### config.mk
export PLATFORM = sky130hd
export DESIGN_NAME = bcd_serial_adder_flat
export DESIGN_NICKNAME = d
export VERILOG_FILES = /design/src/rtl/bcd_serial_adder_if.sv /design/src/rtl/bcd_serial_adder.sv /design/src/flat_wrapper.sv
export SDC_FILE = /design/constraint.sdc
export NUM_CORES = 1
export LEC_CHECK = 0
export CAP_MARGIN = 30
export CORE_AREA = 2 2 100 102
export DETAILED_ROUTE_END_ITERATION = 16
export DIE_AREA = 0 0 102 104
export DONT_BUFFER_PORTS = 1
export SLEW_MARGIN = 10
export SYNTH_ARGS = -nofsm -noshare
export SYNTH_HDL_FRONTEND = slang
export SYNTH_HIERARCHICAL = 1
export SYNTH_SLANG_ARGS = --single-unit
### constraint.sdc
create_clock -name clk -period 3.9 [get_ports clk]
set_input_delay 0.39 -clock clk [delete_from_list [all_inputs] [get_ports clk]]
set_output_delay 0.39 -clock clk [all_outputs]
set_load 0.05 [all_outputs]
### src/rtl/bcd_serial_adder_if.sv
// Start/done handshake and operand/result bus of the serial BCD adder.
// The master drives the operands and start; the slave returns the status and result registers.
interface bcd_serial_adder_if #(
    parameter int DIGITS = 4
);
    logic                  start;
    logic [4*DIGITS-1:0]   a;
    logic [4*DIGITS-1:0]   b;
    logic                  c_in;
    logic                  busy;
    logic                  done;
    logic [4*DIGITS-1:0]   sum;
    logic                  c_out;
    logic                  error;

    modport master (
        output start, a, b, c_in,
        input  busy, done, sum, c_out, error
    );

    modport slave (
        input  start, a, b, c_in,
        output busy, done, sum, c_out, error
    );
endinterface

### src/rtl/bcd_serial_adder.sv
// Multi-digit BCD adder that reuses one single-digit BCD adder.
// It processes one digit per clock, least-significant digit first, under a start/done controller.

// Single-digit BCD adder: a binary add followed by the +6 correction when the raw sum exceeds 9.
module bcd_adder (
    input  logic [3:0] a,
    input  logic [3:0] b,
    input  logic       c_in,
    output logic [3:0] sum,
    output logic       c_out
);
    logic [4:0] raw;
    logic [4:0] adj;

    always_comb begin
        raw   = {1'b0, a} + {1'b0, b} + {4'd0, c_in};
        adj   = raw + 5'd6;
        c_out = (raw > 5'd9);
        sum   = c_out ? adj[3:0] : raw[3:0];
    end
endmodule

module bcd_serial_adder #(
    parameter int DIGITS = 4
) (
    input  logic                clk,
    input  logic                reset_n,
    bcd_serial_adder_if.slave   bus
);
    localparam int W  = 4 * DIGITS;
    localparam int CW = $clog2(DIGITS + 1);
    localparam logic [CW-1:0] LAST_DIGIT = CW'(DIGITS - 1);

    typedef enum logic [1:0] {
        IDLE = 2'd0,
        ADD  = 2'd1,
        DONE = 2'd2
    } state_t;

    state_t          state_reg;
    logic [W-1:0]    a_reg;
    logic [W-1:0]    b_reg;
    logic [W-1:0]    res_reg;
    logic            carry_reg;
    logic [CW-1:0]   cnt_reg;
    logic            err_reg;
    logic            busy_reg;
    logic            done_reg;
    logic [W-1:0]    sum_reg;
    logic            c_out_reg;
    logic            error_reg;

    logic [3:0]      dig_sum;
    logic            dig_cout;
    logic            dig_bad;
    logic            err_next;
    logic [W-1:0]    res_next;

    bcd_adder u_digit (
        .a     (a_reg[3:0]),
        .b     (b_reg[3:0]),
        .c_in  (carry_reg),
        .sum   (dig_sum),
        .c_out (dig_cout)
    );

    // A digit is illegal when it is 10..15, i.e. bit 3 set with bit 2 or bit 1 set.
    always_comb begin
        dig_bad  = (a_reg[3] & (a_reg[2] | a_reg[1])) |
                   (b_reg[3] & (b_reg[2] | b_reg[1]));
        err_next = err_reg | dig_bad;
        // The new digit enters at the top; after DIGITS shifts digit 0 sits in bits [3:0].
        res_next = W'({dig_sum, res_reg} >> 4);
    end

    always_ff @(posedge clk or negedge reset_n) begin
        if (!reset_n) begin
            state_reg <= IDLE;
            a_reg     <= '0;
            b_reg     <= '0;
            res_reg   <= '0;
            carry_reg <= 1'b0;
            cnt_reg   <= '0;
            err_reg   <= 1'b0;
            busy_reg  <= 1'b0;
            done_reg  <= 1'b0;
            sum_reg   <= '0;
            c_out_reg <= 1'b0;
            error_reg <= 1'b0;
        end else begin
            case (state_reg)
                IDLE: begin
                    done_reg <= 1'b0;
                    if (bus.start) begin
                        a_reg     <= bus.a;
                        b_reg     <= bus.b;
                        carry_reg <= bus.c_in;
                        cnt_reg   <= '0;
                        err_reg   <= 1'b0;
                        busy_reg  <= 1'b1;
                        state_reg <= ADD;
                    end
                end

                ADD: begin
                    a_reg     <= a_reg >> 4;
                    b_reg     <= b_reg >> 4;
                    res_reg   <= res_next;
                    carry_reg <= dig_cout;
                    err_reg   <= err_next;
                    if (cnt_reg == LAST_DIGIT) begin
                        // Last digit: publish results, or force a clean zero on any illegal digit.
                        state_reg <= DONE;
                        busy_reg  <= 1'b0;
                        done_reg  <= 1'b1;
                        if (err_next) begin
                            sum_reg   <= '0;
                            c_out_reg <= 1'b0;
                            error_reg <= 1'b1;
                        end else begin
                            sum_reg   <= res_next;
                            c_out_reg <= dig_cout;
                            error_reg <= 1'b0;
                        end
                    end else begin
                        cnt_reg <= cnt_reg + 1'b1;
                    end
                end

                DONE: begin
                    done_reg  <= 1'b0;
                    state_reg <= IDLE;
                end

                default: begin
                    busy_reg  <= 1'b0;
                    done_reg  <= 1'b0;
                    state_reg <= IDLE;
                end
            endcase
        end
    end

    assign bus.busy  = busy_reg;
    assign bus.done  = done_reg;
    assign bus.sum   = sum_reg;
    assign bus.c_out = c_out_reg;
    assign bus.error = error_reg;
endmodule

### src/flat_wrapper.sv
// flat-port wrapper written by rule: the top's interface ports become plain ports
module bcd_serial_adder_flat 
#(
    parameter int DIGITS = 4
)
  (clk, reset_n, bus_start, bus_a, bus_b, bus_c_in, bus_busy, bus_done, bus_sum, bus_c_out, bus_error);
  bcd_serial_adder_if #(.DIGITS(DIGITS)) bus_i ();
  input  logic clk;
  input  logic reset_n;
  input wire logic [$bits(bus_i.start)-1:0] bus_start;
  input wire logic [$bits(bus_i.a)-1:0] bus_a;
  input wire logic [$bits(bus_i.b)-1:0] bus_b;
  input wire logic [$bits(bus_i.c_in)-1:0] bus_c_in;
  output wire logic [$bits(bus_i.busy)-1:0] bus_busy;
  output wire logic [$bits(bus_i.done)-1:0] bus_done;
  output wire logic [$bits(bus_i.sum)-1:0] bus_sum;
  output wire logic [$bits(bus_i.c_out)-1:0] bus_c_out;
  output wire logic [$bits(bus_i.error)-1:0] bus_error;
  assign bus_i.start = bus_start;
  assign bus_i.a = bus_a;
  assign bus_i.b = bus_b;
  assign bus_i.c_in = bus_c_in;
  assign bus_busy = bus_i.busy;
  assign bus_done = bus_i.done;
  assign bus_sum = bus_i.sum;
  assign bus_c_out = bus_i.c_out;
  assign bus_error = bus_i.error;
  bcd_serial_adder #(.DIGITS(DIGITS)) u_core (.clk(clk), .reset_n(reset_n), .bus(bus_i));
endmodule
# --- After elaboration in Yosys (flattened, before gate mapping) ---
# Index checks and enable logic that the tools add are counted.
classes:
  n_addsub: 4
  multipliers: 0
  div: 0
  order_cmp: 1
  n_eq_ne: 6
  shift: 0
  muxes: 23
  n_bitwise: 7
  n_reduce_logical: 7
op_table:
  columns: ["cell", "n"]
  rows:
  - ["$pmux 16 s2", 2]
  - ["$mux 16", 3]
  - ["$mux 1", 8]
  - ["$mux 3", 2]
  - ["$pmux 3 s2", 1]
  - ["$reduce_and 2->1", 3]
  - ["$reduce_and 3->1", 2]
  - ["$add 4x4->5", 1]
  - ["$add 5x1->5", 1]
  - ["$gt 5x4->1 const B", 1]
  - ["$add 4x3->4 const B", 1]
  - ["$mux 2", 2]
  - ["$mux 4", 1]
  - ["$ne 2x2->1 const B", 2]
  - ["$or 1x1->1", 4]
  - ["$pmux 1 s2", 2]
  - ["$pmux 2 s2", 1]
  - ["$add 3x1->3 const B", 1]
  - ["$eq 3x2->1 const B", 1]
  - ["$pmux 1 s3", 1]
  - ["$and 1x1->1", 2]
  - ["$eq 2x1->1 const B", 1]
  - ["$eq 2x2->1 const B", 1]
  - ["$logic_not 2->1", 1]
  - ["3 further kinds", 3]
totals:
  reg_bits: 75
  latchBits: 0
  ramBits: 0
  rom_bits: 0
  input_bits: 36
  out_inout_bits: 20
  word_cells: 60
  memories: 0

# --- Longest topological paths before layout ---
depth:
  ltp_word: 5
  ltp_mapped: 9
  depth_no_buf: 9

# --- Hierarchy ---
# The synthesis kept the hierarchy.
modules_own_cells:
  columns: ["mod", "n_inst", "cells_each", "area_per_inst_um2", "seq_area_each_um2"]
  rows:
  - ["bcd_serial_adder", 1, 302, 3074.2, 1776.7]
  - ["bcd_adder", 1, 22, 211.5, 0.0]

# --- Least setup slack after synthesis ---
# No wires, ideal clock.
synth_path:
  path_type: "register to register"
  startpoint: "register u_core.a_reg[0]"
  endpoint: "register u_core.sum_reg[14] (netlist: u_core/bus.sum[14])"
  setup_ns: 0.095
  arrival_time_ns: 2.638
  required_ns: 3.805
  slack_ns: 1.167
  stages_incl_launch_ff: 10
  n_path_buf: 0
  synth_period_minus_slack_ns: 2.733
  cell_sequence: "dfrtp_1 fa_1 fa_1 xnor2_1 ha_1 a31o_1 o31ai_4 mux2i_1 inv_1 o31ai_1"
synth_via:
  elab_chain_len: 5
synth_rtl:
  columns: ["item", "line", "rtl"]
  rows:
  - ["from (decl)", "bcd_serial_adder.sv:41", "logic [W-1:0] a_reg;"]
  - ["from (signal assigned)", "bcd_serial_adder.sv:95", "a_reg <= bus.a;"]
  - ["from (signal assigned)", "bcd_serial_adder.sv:106", "a_reg <= a_reg >> 4;"]
  - ["$add 4x4->5", "bcd_serial_adder.sv:16", "raw = {1'b0, a} + {1'b0, b} + {4'd0, c_in};"]
  - ["$add 5x1->5", "bcd_serial_adder.sv:16", null]
  - ["$gt 5x4->1", "bcd_serial_adder.sv:18", "c_out = (raw > 5'd9);"]
  - ["net u_core.dig_cout", "bcd_serial_adder.sv:54", "logic dig_cout;"]
  - ["$mux 4", "bcd_serial_adder.sv:19", "sum = c_out ? adj[3:0] : raw[3:0];"]
  - ["net u_core.dig_sum[2]", "bcd_serial_adder.sv:53", "logic [3:0] dig_sum;"]
  - ["$mux 16", "bcd_serial_adder.sv:116", "if (err_next) begin"]
  - ["to (signal assigned)", "bcd_serial_adder.sv:121", "sum_reg <= res_next;"]
  - ["to (decl)", "bcd_serial_adder.sv:49", "logic [W-1:0] sum_reg;"]
# The timed path passes the listed nets, and every way through them passes these cells.
# A chain may end at the register's enable or synchronous reset.

# --- Final worst setup path ---
# Same ends and word-level chain as after synthesis.

==> results.toml <==
[synthesis]
synth_seq_area_share = 0.541
yosysUniqueCellTypes = 32
synth_top_area_cell = "dfrtp_1"
synthFlopType = "dfrtp_1"
netlist_area_sq_um = 3290
synthTopCellsByArea = "dfrtp_1 54%, mux2i_1 8.2%, nand2_1 7.2%"
yosysWarnings = 6
synth_top_area_frac = 0.541
syn_nets = 368
synth_edf_count = 0
async_flop_share = 1.00
syn_inst = 324
synth_seq_cells = 71
synth_area_per_cell_sq_um = 10.1

[detailed_routing]
drcViolationCount = 0
wirelength_mm = 6.47
drt_pass1_iterations = 4
first_iter_violations = 86
postRouteAntennaNets = 0
routedWlPerCell_microns = 14.1
num_vias = 2199
vias_per_cell = 4.79

[setup_path]
startpoint_type = "flip-flop"
critPathKind = "reg2reg"
reg2reg_depth = 9
cp.required_ns = 4.14
worstPathArrival_ns = 3.18
endpoint_kind = "flip-flop"
worstPathMaxFanout = 4

[die]
initial_utilization = 0.344
core_sq_um = 9550
dieWidth_microns = 102
die_y_microns = 104
design.portCount = 56
core.rowCount = 36
design.die.area_sq_um = 10600

[power_and_ir_drop]
peakVddDrop_uv = 338
power_leakage_nw = 1.69
power_density_nw_per_um2 = 1030

[placement]
post-dp-hpwl_mm = 4.40
io_buffers = 0
placed_cell_area_sq_um = 3370
dp_slack_ns = 0.946
place_congestion = 0.756

[timing]
skew_ns = 0.0127
min_period_ns = 2.94
rsz0062_at_grt = "false"
hold_viol = 0
tightest_slew_ns = 0.887
setup_slack_ns = 0.962
slew_headroom = 0.408
timing.fmax_mhz = 340
fin_crit_sh = 0.753
setup_viol = 0
setup_tns_ns = 0
drv_slew = 0

[worst_hold_path]
holdCritPathClass = "in2reg"
whs_path_depth = 2

[flow_run]
drv_cap = 0

[finish]
area_growth_pct = 11.6
diodes = 0
post_route_cells_drive_above_1_share = 0.0798
fin_nets = 365
final_area_sq_um = 3670

[grt]
grt_usage = 0.132
grt_max_degree = 72
grt-ovfl-total = 0
grt_pass1_wl_mm = 11.0
first_global_vias = 2274
antenna_found_initial = 0

[clocking]
cts_buffer_depth = 2
cts_tree = "built"
cts_sinks = 71
clkTransAtPathRegs_ns = 0.08
h-tree-depth = 3
postCtsSetupBuffers = 0
clkLatencyLatePin_ns = 0.34
cts_root_buf = "clkbuf_8"
cts_resized = 0
cts_made_buffers = 9

[status]
status = "completed"
-- routing by layer --
layer,global-route usage,vias up,part of all wire
met3,0.0645,7,0.085
met5,0,-,0
met4,0.0429,0,0.012
met2,0.203,57,0.46
li1,-,1095,-
met1,0.162,1040,0.44
-- critical path: stages (launching register included) --
cell,delay (ns)
dfrtp_1,0.40
fa_1,0.47
fa_1,0.43
xnor2_1,0.18
ha_1,0.24
a31o_1,0.23
o31ai_4,0.33
mux2i_1,0.27
inv_1,0.06
o31ai_1,0.24
-- report_power, final --
group	leakage [nW]	internal, W	total (W)	switching [W]
Clock	0.112	0.000394	0.000666	0.000272
Sequential	0.906	0.00105	0.00156	0.000510
Combinational	0.670	0.000663	0.00156	0.000896
-- layout make-up --
cell class / instances / area (sq um)
Fill cell: 1003 / 5880
Clock inverter: 5 / 80.1
Timing Repair Buffer: 5 / 80.1
Tap cell: 133 / 166
Inverter: 23 / 86.3
Sequential cell: 71 / 1780
Clock buffer: 11 / 151
Multi-Input combinational cell: 211 / 1330
-- stage by stage --
step	cells	total power, W	utilization	hold slack [ns]
after global placement	440	0.00304	0.353	0.0959
final	459	0.00379	0.384	0.222
after global routing	459	0.00413	0.384	0.205
after CTS	458	0.00381	0.381	0.207
after detailed placement	440	0.00311	0.353	0.0959
after floorplan	324	0.00284	-	0.0944
-- synthesized netlist by cell type, types with 3 or more instances --
cell and n:
nand2b_1 4, clkbuf_1 7, ha_1 6, o21ai_0 22, nor2_1 4, o22ai_1 3
nand2_1 63, inv_1 23, dfrtp_1 71, a21oi_1 13, buf_2 5, buf_6 4
nor2b_1 10, o31ai_1 17, o21ai_1 26, mux2i_1 27
-- layout by cell type, fill, tap and decap left out, types with 2 or more instances in the layout --
cell type   count
fa_1            2
buf_4           2
dfrtp_1        71
mux2i_1        27
nand2_1        63
nand2b_1        4
bufinv_16       2
a21oi_1        13
nor2b_1         9
xnor2_1         2
o21ai_0        22
clkinvlp_4      2
o21ai_1        26
ha_1            6
buf_16          2
inv_1          23
o22ai_1         3
clkbuf_8       11
o31ai_1        17
nor2_1          4
-- path summary, 6_finish.rpt --
path / from / end / slack [ns]
setup / recovery: u_core/a_reg[0]$_DFFE_PN0P_ / u_core/bus.sum[14]$_DFFE_PN0P_ / 0.96
hold / removal: bus_a[9] / u_core/a_reg[9]$_DFFE_PN0P_ / 0.22
setup reg to reg: u_core/a_reg[0]$_DFFE_PN0P_ / u_core/bus.sum[14]$_DFFE_PN0P_ / 0.96
hold reg to reg: u_core/res_reg[11]$_DFFE_PN0P_ / u_core/res_reg[7]$_DFFE_PN0P_ / 0.48
max in group asynchronous: reset_n / u_core/b_reg[2]$_DFFE_PN0P_ / 3.00
min in group asynchronous: reset_n / u_core/res_reg[10]$_DFFE_PN0P_ / 0.58
-- repair_timing --
item                       4_1_cts  5_1_grt
hold buffers                     2        0
setup endpoints to repair        0        0
hold endpoints to repair        71        0
-- cells by family (layout without fill, tap and decap cells) --
family,Yosys count,in the layout,share of synthesized area
XOR/XNOR,2,2,0.00533
flip-flops,71,71,0.541
buffers and inverters,42,44,0.0617
AO/OA/AOI/OAI,87,87,0.157
AND/OR/NAND/NOR,86,86,0.115
adder cells (fa/ha/maj),8,8,0.0350
multiplexers,28,28,0.0857
Note: power is estimated with default switching activity, not from simulation.
